[src/rtl/wshb_arb_pkg.sv]
// Shared types and constants for the two-master Wishbone B4 pipelined arbiter.
package wshb_arb_pkg;

    typedef enum logic [1:0] {IDLE, OWN0, OWN1, DRAIN} arb_state_t;

    typedef logic mst_idx_t;

    localparam logic [1:0] GRANT_NONE = 2'b00;
    localparam logic [1:0] GRANT_M0   = 2'b01;
    localparam logic [1:0] GRANT_M1   = 2'b10;

endpackage

[src/rtl/wshb_arb_pend.sv]
// Outstanding-transfer counter: +1 per accepted strobe, -1 per slave ack.
module wshb_arb_pend #(
    parameter int MAX_PEND = 8
) (
    input  logic clk,
    input  logic rst,
    input  logic inc,
    input  logic dec,
    output logic full,
    output logic zero
);
    localparam int CW = $clog2(MAX_PEND) + 1;

    logic [CW-1:0] cnt;
    logic          dec_ok;

    // An ack with nothing outstanding is stray and must not underflow.
    assign dec_ok = dec && (cnt != '0);

    always_ff @(posedge clk) begin
        if (rst)
            cnt <= '0;
        else if (inc && !dec_ok)
            cnt <= cnt + CW'(1);
        else if (!inc && dec_ok)
            cnt <= cnt - CW'(1);
    end

    assign full = (cnt == CW'(MAX_PEND));
    assign zero = (cnt == '0);

endmodule

[src/rtl/wshb_arbiter.sv]
// Two-master Wishbone B4 pipelined arbiter for the shared SDRAM port.
// Define ARB_ROUND_ROBIN_EN for round-robin tie-break; default is fixed priority to m0.
module wshb_arbiter
    import wshb_arb_pkg::*;
#(
    parameter int DATA_WIDTH = 32,
    parameter int ADDR_WIDTH = 32,
    parameter int MAX_HOLD   = 64,
    parameter int MAX_PEND   = 8
) (
    input  logic                    clk,
    input  logic                    rst,
    input  logic                    m0_cyc,
    input  logic                    m0_stb,
    input  logic                    m0_we,
    input  logic [ADDR_WIDTH-1:0]   m0_adr,
    input  logic [DATA_WIDTH-1:0]   m0_dat_ms,
    input  logic [DATA_WIDTH/8-1:0] m0_sel,
    output logic [DATA_WIDTH-1:0]   m0_dat_sm,
    output logic                    m0_ack,
    output logic                    m0_stall,
    input  logic                    m1_cyc,
    input  logic                    m1_stb,
    input  logic                    m1_we,
    input  logic [ADDR_WIDTH-1:0]   m1_adr,
    input  logic [DATA_WIDTH-1:0]   m1_dat_ms,
    input  logic [DATA_WIDTH/8-1:0] m1_sel,
    output logic [DATA_WIDTH-1:0]   m1_dat_sm,
    output logic                    m1_ack,
    output logic                    m1_stall,
    output logic                    s_cyc,
    output logic                    s_stb,
    output logic                    s_we,
    output logic [ADDR_WIDTH-1:0]   s_adr,
    output logic [DATA_WIDTH-1:0]   s_dat_ms,
    output logic [DATA_WIDTH/8-1:0] s_sel,
    input  logic [DATA_WIDTH-1:0]   s_dat_sm,
    input  logic                    s_ack,
    input  logic                    s_stall,
    output logic [1:0]              grant
);
    localparam int SW = DATA_WIDTH / 8;
    localparam int HW = $clog2(MAX_HOLD + 1);

    logic [1:0]                 cyc, stb, we, ack, stall;
    logic [1:0][ADDR_WIDTH-1:0] adr;
    logic [1:0][DATA_WIDTH-1:0] dat_ms, dat_sm;
    logic [1:0][SW-1:0]         sel;

    assign cyc    = {m1_cyc, m0_cyc};
    assign stb    = {m1_stb, m0_stb};
    assign we     = {m1_we, m0_we};
    assign adr    = {m1_adr, m0_adr};
    assign dat_ms = {m1_dat_ms, m0_dat_ms};
    assign sel    = {m1_sel, m0_sel};

    assign {m1_ack, m0_ack}     = ack;
    assign {m1_stall, m0_stall} = stall;
    assign m0_dat_sm            = dat_sm[0];
    assign m1_dat_sm            = dat_sm[1];

    arb_state_t    state, state_nxt;
    mst_idx_t      own, drain_m, rt;
    logic          own_vld, rt_vld, forced, tie_m1;
    logic          pend_full, pend_zero, accept;
    logic [HW-1:0] hold;

    assign own_vld = (state == OWN0) || (state == OWN1);
    assign own     = (state == OWN1);
    // Owner has used its quota and the other master is waiting.
    assign forced  = own_vld && (hold == HW'(MAX_HOLD)) && cyc[~own];
    assign accept  = s_stb && !s_stall;

`ifdef ARB_ROUND_ROBIN_EN
    mst_idx_t last;

    always_ff @(posedge clk) begin
        if (rst)
            last <= 1'b1;
        else if (state == IDLE && state_nxt != IDLE)
            last <= (state_nxt == OWN1);
    end

    assign tie_m1 = !last;
`else
    assign tie_m1 = 1'b0;
`endif

    always_ff @(posedge clk) begin
        if (rst)
            state <= IDLE;
        else
            state <= state_nxt;
    end

    always_comb begin
        state_nxt = state;
        grant     = GRANT_NONE;
        s_cyc     = 1'b0;
        s_stb     = 1'b0;
        s_we      = 1'b0;
        s_adr     = '0;
        s_dat_ms  = '0;
        s_sel     = '0;
        case (state)
            IDLE: begin
                if (cyc[0] && cyc[1])
                    state_nxt = tie_m1 ? OWN1 : OWN0;
                else if (cyc[0])
                    state_nxt = OWN0;
                else if (cyc[1])
                    state_nxt = OWN1;
            end
            OWN0, OWN1: begin
                grant    = own ? GRANT_M1 : GRANT_M0;
                s_cyc    = 1'b1;
                // Strobe is held back whenever the owner is stalled by us, so the slave
                // never accepts a transfer the master thinks was refused.
                s_stb    = cyc[own] && stb[own] && !pend_full && !forced;
                s_we     = we[own];
                s_adr    = adr[own];
                s_dat_ms = dat_ms[own];
                s_sel    = sel[own];
                if (!cyc[own] || forced)
                    state_nxt = DRAIN;
            end
            DRAIN: begin
                s_cyc = !pend_zero;
                if (pend_zero)
                    state_nxt = IDLE;
            end
            default: state_nxt = IDLE;
        endcase
    end

    always_ff @(posedge clk) begin
        if (rst || !own_vld)
            hold <= '0;
        else if (accept && hold != HW'(MAX_HOLD))
            hold <= hold + HW'(1);
    end

    always_ff @(posedge clk) begin
        if (rst)
            drain_m <= 1'b0;
        else if (own_vld)
            drain_m <= own;
    end

    wshb_arb_pend #(.MAX_PEND(MAX_PEND)) u_pend (
        .clk  (clk),
        .rst  (rst),
        .inc  (accept),
        .dec  (s_ack),
        .full (pend_full),
        .zero (pend_zero)
    );

    // Acks follow the owner, or the previous owner while draining; a master that
    // already dropped cyc gets nothing and its leftover acks are absorbed.
    assign rt_vld = own_vld || (state == DRAIN);
    assign rt     = own_vld ? own : drain_m;

    for (genvar i = 0; i < 2; i++) begin : g_mst
        logic routed;
        assign routed    = rt_vld && (rt == 1'(i));
        assign ack[i]    = routed && cyc[i] && s_ack && !pend_zero;
        assign dat_sm[i] = routed ? s_dat_sm : '0;
        assign stall[i]  = !(own_vld && own == 1'(i)) || s_stall || pend_full || forced;
    end

endmodule
[config.mk]
export PLATFORM = sky130hd
export DESIGN_NAME = wshb_arbiter
export DESIGN_NICKNAME = d
export VERILOG_FILES = /design/src/rtl/wshb_arb_pkg.sv /design/src/rtl/wshb_arb_pend.sv /design/src/rtl/wshb_arbiter.sv
export SDC_FILE = /design/constraint.sdc
export NUM_CORES = 1
export LEC_CHECK = 0
export CAP_MARGIN = 20
export CORE_AREA = 5 5 120 122
export CTS_CLUSTER_DIAMETER = 30
export CTS_CLUSTER_SIZE = 12
export DETAILED_ROUTE_END_ITERATION = 7
export DIE_AREA = 0 0 125 127
export GPL_TIMING_DRIVEN = 0
export PLACE_DENSITY = 0.71
export SYNTH_ARGS = -nofsm -noshare
export SYNTH_HDL_FRONTEND = slang
export SYNTH_SLANG_ARGS = --single-unit
[constraint.sdc]
create_clock -name clk -period 7.5 [get_ports clk]
set_input_delay 1.5 -clock clk [delete_from_list [all_inputs] [get_ports clk]]
set_output_delay 1.5 -clock clk [all_outputs]
set_load 0.005 [all_outputs]
==> reports/qor.log <==
INFO  floorplan      initial_core_util=20.1%
INFO  sta            hold_ws=510ps
INFO  synth          yosys.area_share.xor_xnor=0.667%
INFO  clock_tree     cts_hold_buf=0
INFO  detailed_routing dr_total_vias=3667
INFO  clock_tree     cts_tree=built
INFO  detailed_routing vias_per_cell=4.36
INFO  power          leakagePower=2.20nW
INFO  layout         nets=856
INFO  global_routing grt_pass1_wl=22100um
INFO  layout         drive_above_1_share=1.95%
INFO  power          report.power.total=1.92mW
INFO  synth          yosysWarnings=0
INFO  power          power.density_cell_area=314nW/um^2
INFO  synth          synth-seq-cells=14
INFO  placed_design  gp_routability_congestion=0.864
INFO  setup_path     worstPathCellList=clkdlybuf4s50_1, mux2i_1, nor4b_4, nor3_1, nand2_1, clkdlybuf4s50_1
INFO  floorplan      placeableCoreArea=13100squm
INFO  power          power.ir.vdd_worst=119uV
INFO  detailed_routing postRouteAntennaNets=0
INFO  setup_path     cp-start-kind=input pin
INFO  setup_path     critPathTopFamily=buffers and inverters
INFO  detailed_routing routed_wire_length_per_instance=17.6um
INFO  sta            timing.setup.tns=0ps
INFO  sta            setup_repair_after_global_routing_missed_its_margin=false
INFO  sta            setup_viol_count_final=0
INFO  synth          post_synth_instance_area=2630squm
INFO  layout         flow.area_growth_from_synthesis=133%
INFO  clock_tree     clk_path_buf_depth=2
INFO  setup_path     crit_cells=6
INFO  placed_design  dp.final_hpwl=13100um
INFO  sta            final.setup_skew=5.70ps
INFO  sta            finalCritPeriodShare=70.1%
INFO  synth          area_fraction_in_compound_gates_after_synthesis=6.91%
INFO  setup_path     critPathRequiredTime=6000ps
INFO  clock_tree     clkTransAtPathRegs=50ps
INFO  layout         antenna-diode-count=0
INFO  clock_tree     clkSinkCount=14
INFO  clock_tree     htreeDepth=1
INFO  synth          most_area_consuming_cells_after_synthesis=mux2i_1 28%, nor2b_1 17%, and2_1 16%
INFO  sta            worst_pin_slew=739ps
INFO  worst_hold_path min_delay_path_depth=2
INFO  setup_path     cp_num_buf_inv=2
INFO  synth          yosysMostFrequentCell=mux2i_1
INFO  setup_path     critPathMaxFanout=9
INFO  detailed_routing detail_route.drc_violations=0
INFO  synth          yosys-mux-area-fraction=29.1%
INFO  global_routing first_global_vias=3966
INFO  sta            final.min_clock_period=5250ps
INFO  synth          synth_area_per_cell=7.63squm
INFO  synth          synth_top_family_by_area=simple AND/OR/NAND/NOR gates
INFO  setup_path     crit_slowest_cell=clkdlybuf4s50_1
INFO  placed_design  portBuffers=318
INFO  synth          ys_async_sr_fraction=0%
INFO  global_routing grt.total_usage=17.1%
INFO  clock_tree     tritoncts.num_buffers=3
INFO  run_status     status=finished, final reports clean
INFO  synth          synth_seq_area_share=10.7%
INFO  synth          synthTopCellsByCount=74 x mux2i_1, 73 x nor2b_1, 66 x and2_1, 23 x clkbuf_1, 15 x nor2_1
INFO  synth          post_synth_fa_ha_maj_area_fraction=5.53%
INFO  detailed_routing drt_pass1_iterations=4
INFO  sta            maxSlewHeadroom=50.7%
INFO  sta            timing.fmax=0.190GHz
INFO  synth          netlist.area_leader.share=28.2%
INFO  sta            total_count_of_max_transition_violations_in_the_final_report=0
INFO  synth          synth.net_count=533
INFO  clock_tree     clk-insertion-delay-late=250ps
INFO  detailed_routing totalWireLength=14800um
INFO  floorplan      pin_count=319
INFO  clock_tree     cts_root_buffer=clkbuf_16
INFO  global_routing grt_start_max_net_pins=11
INFO  setup_path     reg2regPathDepth=14
INFO  clock_tree     cts-resized-gates=0
INFO  synth          netlist_instances=344
INFO  worst_hold_path hold_path.class=flip-flop to flip-flop
INFO  setup_path     critical_path_class=input pin to output pin
INFO  setup_path     timing.critical_path.to_type=output pin
INFO  clock_tree     cts_setup_buffers=0
INFO  setup_path     timing.critical_path.arrival=3750ps
INFO  floorplan      floorplan.die_area=15900squm
INFO  floorplan      die_height=127um
INFO  job            max_cap_violations=0
INFO  floorplan      rows=42
INFO  floorplan      die_w=125um
INFO  global_routing grt-ovfl-total=0
INFO  synth          synth_largest_area_cell=mux2i_1
INFO  synth          synth-simple-area-share=42.2%
INFO  detailed_routing dr_iter_0_viols=148
INFO  synth          synth_edf_count=0
INFO  synth          synthDistinctLibCells=38
INFO  sta            hold_viol_final=0
INFO  synth          synth-main-ff-cell=dfxtp_1
INFO  setup_path     crit_top_cell=clkdlybuf4s50_1
INFO  global_routing grt_antenna_before_repair=0
INFO  setup_path     setup_slack_of_the_worst_register_to_register_path=4100ps
INFO  setup_path     worst_path_largest_cell_delay=640ps
## area by class of cell
class                      instances  area [sq um]
buffer                            26           104
timing repair buffer             318          3180
sequential                        14           280
multi-input combinational        297          2210
inverter                           7          26.3
fill                            1286          6980
tap                              176           220
clock buffer                       3          75.1
## logic make-up after synthesis
group,Yosys count
compound gates,27
xor+xnor,2
simple gates,181
mux,76
fa+ha+maj,11
buf+inv,33
flops,14
## power breakdown
group | total (mW) | internal [mW] | switching [mW]
logic | 1.71 | 1.00 | 0.707
registers | 0.104 | 0.0888 | 0.0151
clock network | 0.101 | 0.0699 | 0.0316
total | 1.92 | 1.16 | 0.754
## placed cells by master, fill, tap and decap left out, types with 4 or more instances in the layout
cell	instances
ha_1	10
nor2_1	15
a21oi_1	11
clkdlybuf4s50_1	318
or4_1	5
inv_1	7
nand2_1	6
nand3_1	4
clkbuf_1	23
and2_1	66
nor2b_1	73
mux2i_1	74
dfxtp_1	14
## per-layer routing
| metal | share of wire (%) | up-vias | track usage, % |
|---|---|---|---|
| li1 | - | 1806 | - |
| met1 | 38 | 1684 | 19.2 |
| met2 | 54 | 154 | 32.8 |
| met3 | 5.6 | 23 | 3.46 |
| met4 | 2.6 | 0 | 4.53 |
| met5 | 0 | - | 0 |
## state kept, by name (all words and copies together) (netlist names)
| name | count |
|---|---|
| state | 2 |
| u_pend.cnt | 4 |
| drain_m | 1 |
| hold | 7 |
## through the flow
| step | setup slack (ps) | utilization, % | cell area, sq um | instances |
|---|---|---|---|---|
| 2_1_floorplan | 3770 | - | 2630 | 344 |
| 5_1_grt | 2060 | 46.6 | 6100 | 841 |
| 6_report | 2250 | 46.6 | 6100 | 841 |
| 4_1_cts | 2200 | 46.6 | 6100 | 841 |
| 3_5_place_dp | 2230 | 46.1 | 6030 | 838 |
| 3_3_place_gp | 2290 | 46.1 | 6030 | 838 |
## path summary, 6_finish.rpt
| path | start | to |
|---|---|---|
| worst min-delay path | drain_m$_SDFF_PP0_ | drain_m$_SDFF_PP0_ |
| worst max register to register | state[0]$_SDFFE_PP0P_ | u_pend.cnt[3]$_SDFFE_PP0P_ |
| worst max-delay path | m0_cyc | m0_stall |
| worst min register to register | drain_m$_SDFF_PP0_ | drain_m$_SDFF_PP0_ |
## worst reg2reg max path, cell delays in order (launching register included)
cell and delay (ps):
dfxtp_1 390, inv_1 100, ha_1 290, clkbuf_2 190
nand4b_1 180, a211o_1 350, buf_2 180, nor2_1 110
ha_1 180, inv_1 100, ha_1 310, a21o_1 170
a21oi_1 170, mux2i_1 230, mux2_2 350
Note: power is estimated with default switching activity, not from simulation.
